$ cat src/rtl/spin_readout_if.sv
// Result channel of the spin readout: resolved spin vector plus per-spin
// mismatch counts, delivered with a valid/ready handshake.
interface spin_readout_if #(
    parameter int N     = 8,
    parameter int CNT_W = 9
);
    logic                 spins_valid;
    logic                 spins_ready;
    logic [N-1:0]         spins;
    logic [N*CNT_W-1:0]   counts;

    modport master (
        output spins_valid,
        output spins,
        output counts,
        input  spins_ready
    );

    modport slave (
        input  spins_valid,
        input  spins,
        input  counts,
        output spins_ready
    );
endinterface

$ cat src/rtl/spin_readout.sv
// Oscillator spin readout: synchronizes each oscillator and the reference, counts
// phase mismatches over a fixed window and resolves one binary spin per oscillator.
module spin_readout #(
    parameter int N      = 8,
    parameter int WINDOW = 256,
    parameter int SYNC   = 2
) (
    input  logic              clk,
    input  logic              rst,
    input  logic [N-1:0]      osc_in,
    input  logic              ref_in,
    input  logic              start,
    input  logic              abort,
    output logic              busy,
    spin_readout_if.master    res
);
    localparam int CNT_W = $clog2(WINDOW + 1);
    localparam int FL_W  = $clog2(SYNC + 1);

    localparam logic [CNT_W-1:0] HALF    = CNT_W'(WINDOW / 2);
    localparam logic [CNT_W-1:0] LAST    = CNT_W'(WINDOW - 1);
    localparam logic [FL_W-1:0]  FL_LAST = FL_W'(SYNC);

    localparam logic [1:0] S_IDLE  = 2'd0;
    localparam logic [1:0] S_FLUSH = 2'd1;
    localparam logic [1:0] S_MEAS  = 2'd2;
    localparam logic [1:0] S_DONE  = 2'd3;

    logic [1:0]       state;
    logic [FL_W-1:0]  flush_cnt;
    logic [CNT_W-1:0] win_cnt;
    logic [N-1:0]     osc_sync [SYNC];
    logic [SYNC-1:0]  ref_sync;
    logic [N-1:0]     mismatch;
    logic [CNT_W-1:0] cnt      [N];
    logic [CNT_W-1:0] cnt_next [N];

    // Majority decision; an exact tie resolves to spin 0.
    function automatic logic resolve_spin(input logic [CNT_W-1:0] c);
        return c > HALF;
    endfunction

    always_comb begin
        mismatch = osc_sync[SYNC-1] ^ {N{ref_sync[SYNC-1]}};
        for (int i = 0; i < N; i++) begin
            cnt_next[i] = cnt[i] + CNT_W'(mismatch[i]);
        end
    end

    always_ff @(posedge clk) begin
        if (rst) begin
            state           <= S_IDLE;
            busy            <= 1'b0;
            res.spins_valid <= 1'b0;
            res.spins       <= '0;
            res.counts      <= '0;
            flush_cnt       <= '0;
            win_cnt         <= '0;
            ref_sync        <= '0;
            for (int i = 0; i < N; i++) cnt[i] <= '0;
            for (int j = 0; j < SYNC; j++) osc_sync[j] <= '0;
        end else begin
            // synchronizer stage boundary: free-running in every state
            osc_sync[0] <= osc_in;
            for (int j = 1; j < SYNC; j++) osc_sync[j] <= osc_sync[j-1];
            ref_sync <= {ref_sync[SYNC-2:0], ref_in};

            case (state)
                S_IDLE: begin
                    if (start) begin
                        state     <= S_FLUSH;
                        busy      <= 1'b1;
                        flush_cnt <= '0;
                        win_cnt   <= '0;
                        for (int i = 0; i < N; i++) cnt[i] <= '0;
                    end
                end
                S_FLUSH: begin
                    // Flush spans the acceptance cycle plus SYNC cycles, so the first
                    // counted sample was taken after the start edge.
                    if (abort) begin
                        state <= S_IDLE;
                        busy  <= 1'b0;
                    end else if (flush_cnt == FL_LAST) begin
                        state <= S_MEAS;
                    end else begin
                        flush_cnt <= flush_cnt + 1'b1;
                    end
                end
                S_MEAS: begin
                    if (abort) begin
                        state <= S_IDLE;
                        busy  <= 1'b0;
                    end else begin
                        for (int i = 0; i < N; i++) cnt[i] <= cnt_next[i];
                        win_cnt <= win_cnt + 1'b1;
                        if (win_cnt == LAST) begin
                            state           <= S_DONE;
                            res.spins_valid <= 1'b1;
                            for (int i = 0; i < N; i++) begin
                                res.counts[i*CNT_W +: CNT_W] <= cnt_next[i];
                                res.spins[i]                 <= resolve_spin(cnt_next[i]);
                            end
                        end
                    end
                end
                default: begin
                    if (abort || res.spins_ready) begin
                        state           <= S_IDLE;
                        busy            <= 1'b0;
                        res.spins_valid <= 1'b0;
                    end
                end
            endcase
        end
    end
endmodule
$ cat src/flat_wrapper.sv
// flat-port wrapper written by rule: the top's interface ports become plain ports
module spin_readout_flat 
#(
    parameter int N      = 8,
    parameter int WINDOW = 256,
    parameter int SYNC   = 2
)
  (clk, rst, osc_in, ref_in, start, abort, busy, res_spins_valid, res_spins, res_counts, res_spins_ready);
  spin_readout_if #(.N(N)) res_i ();
  input  logic clk;
  input  logic rst;
  input  logic [N-1:0] osc_in;
  input  logic ref_in;
  input  logic start;
  input  logic abort;
  output logic busy;
  output wire logic [$bits(res_i.spins_valid)-1:0] res_spins_valid;
  output wire logic [$bits(res_i.spins)-1:0] res_spins;
  output wire logic [$bits(res_i.counts)-1:0] res_counts;
  input wire logic [$bits(res_i.spins_ready)-1:0] res_spins_ready;
  assign res_spins_valid = res_i.spins_valid;
  assign res_spins = res_i.spins;
  assign res_counts = res_i.counts;
  assign res_i.spins_ready = res_spins_ready;
  spin_readout #(.N(N), .WINDOW(WINDOW), .SYNC(SYNC)) u_core (.clk(clk), .rst(rst), .osc_in(osc_in), .ref_in(ref_in), .start(start), .abort(abort), .busy(busy), .res(res_i));
endmodule
$ cat config.mk
export PLATFORM = sky130hd
export DESIGN_NAME = spin_readout_flat
export DESIGN_NICKNAME = d
export VERILOG_FILES = /design/src/rtl/spin_readout_if.sv /design/src/rtl/spin_readout.sv /design/src/flat_wrapper.sv
export SDC_FILE = /design/constraint.sdc
export NUM_CORES = 1
export LEC_CHECK = 0
export ABC_AREA = 1
export CORE_MARGIN = 8
export CORE_UTILIZATION = 61
export DETAILED_ROUTE_END_ITERATION = 10
export GPL_ROUTABILITY_DRIVEN = 0
export PLACE_DENSITY = 0.95
export SLEW_MARGIN = 20
export SYNTH_ARGS = -nofsm -noshare
export SYNTH_HDL_FRONTEND = slang
export SYNTH_SLANG_ARGS = --single-unit
$ cat constraint.sdc
create_clock -name clk -period 4.9 [get_ports clk]
set_input_delay 0.49 -clock clk [delete_from_list [all_inputs] [get_ports clk]]
set_output_delay 0.49 -clock clk [all_outputs]
set_load 0.1 [all_outputs]
==> results.tsv <==
metric	value	unit
setup TNS	0	ns
initial antenna violation count	0	
synth-to-layout area growth	18.5	%
Core Box Area	13800	sq um
clk_lat worst skew	0.43	ns
GRT Residual Overflow	0	
PwrDens	385	nW/um^2
Worst slew margin	30.4	%
part of the power in registers	48.7	%
crit-path max cell delay	0.66	ns
commonest non-fill, non-tap cell in the layout	nand2_1	
Starting Density	62.4	%
fin area	10200	sq um
Worst EP required	5.25	ns
CP Capture Type	register	
# setup viols final	0	
Crit-path slowest cell	nand3_2	
Clock transition at path regs	0.06	ns
first-pass GRT wire length	33500	um
port buffer count	95	
Clock power frac	32.6	%
share of post-route cells with drive strength above 1	3.63	%
wire length per cell	14.7	um
Final Util	73.9	%
# DRC	0	
fin crit share	61.6	%
RSZ-0062 raised after global routing	false	
Die Y	135	um
Worst path top cell family by delay	simple AND/OR/NAND/NOR gates	
largest net degree at the start of global routing	67	
ant diodes	0	
Yosys top cell area share	28.3	%
die width	135	um
HP Class	register to register	
largest family of logic cells by synthesized area	simple AND/OR/NAND/NOR gates	
GRT Total Usage	22.6	%
status	completed	
die area	18200	sq um
vias in the first global route	7266	
Compound-Gate Fraction of Synth Area	11.7	%
top-level port count	96	
vias per cell	5.41	
Synth Area in XOR/XNOR	1.22	%
Post-DP Area	9660	sq um
post-synth cell types	32	
leading area contributor after synthesis	dfxtp_1	
CP max FO	57	
Pre-Repair DR Iteration Count	5	
Sw Pwr	0.00123	W
Post-Syn Area per Cell	7.73	sq um
Vias	7531	
row cnt	43	
Arr. time, crit path	3.37	ns
Slew @ Worst Pin	1.04	ns
Internal	0.00271	W
Ys Warns	0	
CTS Sinks	185	
crit path time final	3.02	ns
Post-Syn Area	8620	sq um
post-CTS setup buffer count	0	
post-synthesis mux area share	0.232	%
most frequent cells in the layout	nand2_1, inv_1, nor2_1	
Seq/Total Area, Yosys	50.3	%
Max Freq	331	MHz
Lkg Pwr	4.54	nW
Final Max Tran Viols	0	
CTS resizes	0	
Post-DP HPWL	13400	um
CTS tree	done	
final hold vios	0	
Sw Ratio	31.2	%
maximum VDD drop	0.277	mV
Initial DRC Count	758	
Final nets	1235	
Area contributors post-synth	dfxtp_1, edfxtp_1, nand2_1	
H-tree levels	4	
TritonCTS Buffers	17	
Syn Nets	1152	
Setup Skew	0.0118	ns
Gate power share	18.7	%
crit-path cells	ha_1, nand2_1, inv_1, nand3_1, nor2_1, ha_1, nand3_2, clkinv_2, buf_4, nand3_1, nand2_1, inv_1, a21oi_1	
Buf/Inv on CP	4	
simple-gate share of the synthesized area	22.9	%
CTS root buf	clkbuf_16	
Synth Area in Adders	3.34	%
Crit Path Class	register to register	
Pwr Total	0.00393	W
clock tree buffer depth	2	
startpoint types	register	
gate count of the mapped netlist	1115	
Max-cap violations	0	
Hold-fix buffers, CTS	0	
post-route antenna net violation count	0	
Synth Register Bits	185	
Detailed Route WL	20400	um
[power by group through the flow]
stage | logic (W) | registers, W | clock network, W
after floorplan | 0.000522 | 0.00192 | 0
after global placement | 0.000671 | 0.00192 | 0
after detailed placement | 0.000700 | 0.00194 | 0
after CTS | 0.000719 | 0.00191 | 0.00129
after global routing | 0.000826 | 0.00193 | 0.00136
final | 0.000734 | 0.00191 | 0.00128
[sequential cells by signal, summed over array words and instances (netlist names)]
name                    cells
u_core.osc_sync            16
u_core.state                2
u_core.busy                 1
u_core.win_cnt              9
u_core.flush_cnt            2
u_core.res.spins            8
u_core.res.spins_valid      1
u_core.cnt                 72
u_core.res.counts          72
u_core.ref_sync             2
[per-stage QoR]
stage | cells | hold WS (ns) | worst slack [ns]
5_1_grt | 1391 | 0.428 | 1.60
4_1_cts | 1391 | 0.397 | 1.93
6_report | 1391 | 0.405 | 1.88
3_5_place_dp | 1359 | 0.392 | 1.97
2_1_floorplan | 1115 | 0.388 | 2.88
3_3_place_gp | 1359 | 0.389 | 2.06
[routing by layer]
| layer | global-route usage (%) | vias to the layer above | part of all wire [%] |
|---|---|---|---|
| met5 | 0 | - | 0 |
| met4 | 12.8 | 0 | 3.8 |
| met3 | 4.46 | 63 | 6.1 |
| met2 | 39.5 | 284 | 51 |
| met1 | 25.1 | 3474 | 40 |
| li1 | - | 3710 | - |
[path summary, 6_finish.rpt]
path	start	to	slack [ns]	cells after the start
setup reg to reg	u_core.win_cnt[0]	u_core.res.spins[7]	1.88	13
hold / removal	u_core.osc_sync[0][4]	u_core.osc_sync[0][12]	0.41	2
setup / recovery	u_core.win_cnt[0]	u_core.res.spins[7]	1.88	13
hold reg to reg	u_core.osc_sync[0][4]	u_core.osc_sync[0][12]	0.41	2
[logic make-up (layout without fill, tap and decap cells)]
| logic type | count (synthesis) | count (layout) |
|---|---|---|
| simple gates | 486 | 486 |
| buf+inv | 230 | 326 |
| flops | 185 | 185 |
| compound gates | 177 | 177 |
| fa+ha+maj | 23 | 23 |
| xor+xnor | 12 | 12 |
| mux | 2 | 2 |
[cell usage after synthesis]
cell type,number
buf_4,5
buf_2,9
o21a_1,4
nand4_1,18
nor2_1,141
o21bai_1,9
a21oi_1,80
inv_1,189
a22oi_1,1
a211oi_1,1
clkinv_1,1
clkbuf_1,18
nand2_2,2
buf_1,3
nand2_1,271
o21ai_1,2
nor2_4,2
inv_2,5
mux2i_1,2
xnor2_1,1
a21boi_0,1
nand3_2,1
xor2_1,11
ha_1,23
a31oi_1,1
o21ai_0,48
nand3_1,44
o211a_1,1
o211ai_1,29
edfxtp_1,63
dfxtp_1,122
nand3b_1,7
[cell type report]
type	count	area [sq um]
fill	918	3610
timing repair buffer	99	976
sequential	185	4330
clock buffer	25	507
inverter	195	734
multi-input combinational	700	3400
clock inverter	7	38.8
tap	180	225
[worst reg2reg max path, cell delays in order (launching register included)]
cell	delay, ns
dfxtp_1	0.37
ha_1	0.19
nand2_1	0.06
inv_1	0.06
nand3_1	0.08
nor2_1	0.10
ha_1	0.22
nand3_2	0.66
clkinv_2	0.20
buf_4	0.47
nand3_1	0.22
nand2_1	0.12
inv_1	0.04
a21oi_1	0.15
(Power assumes the default switching activity.)
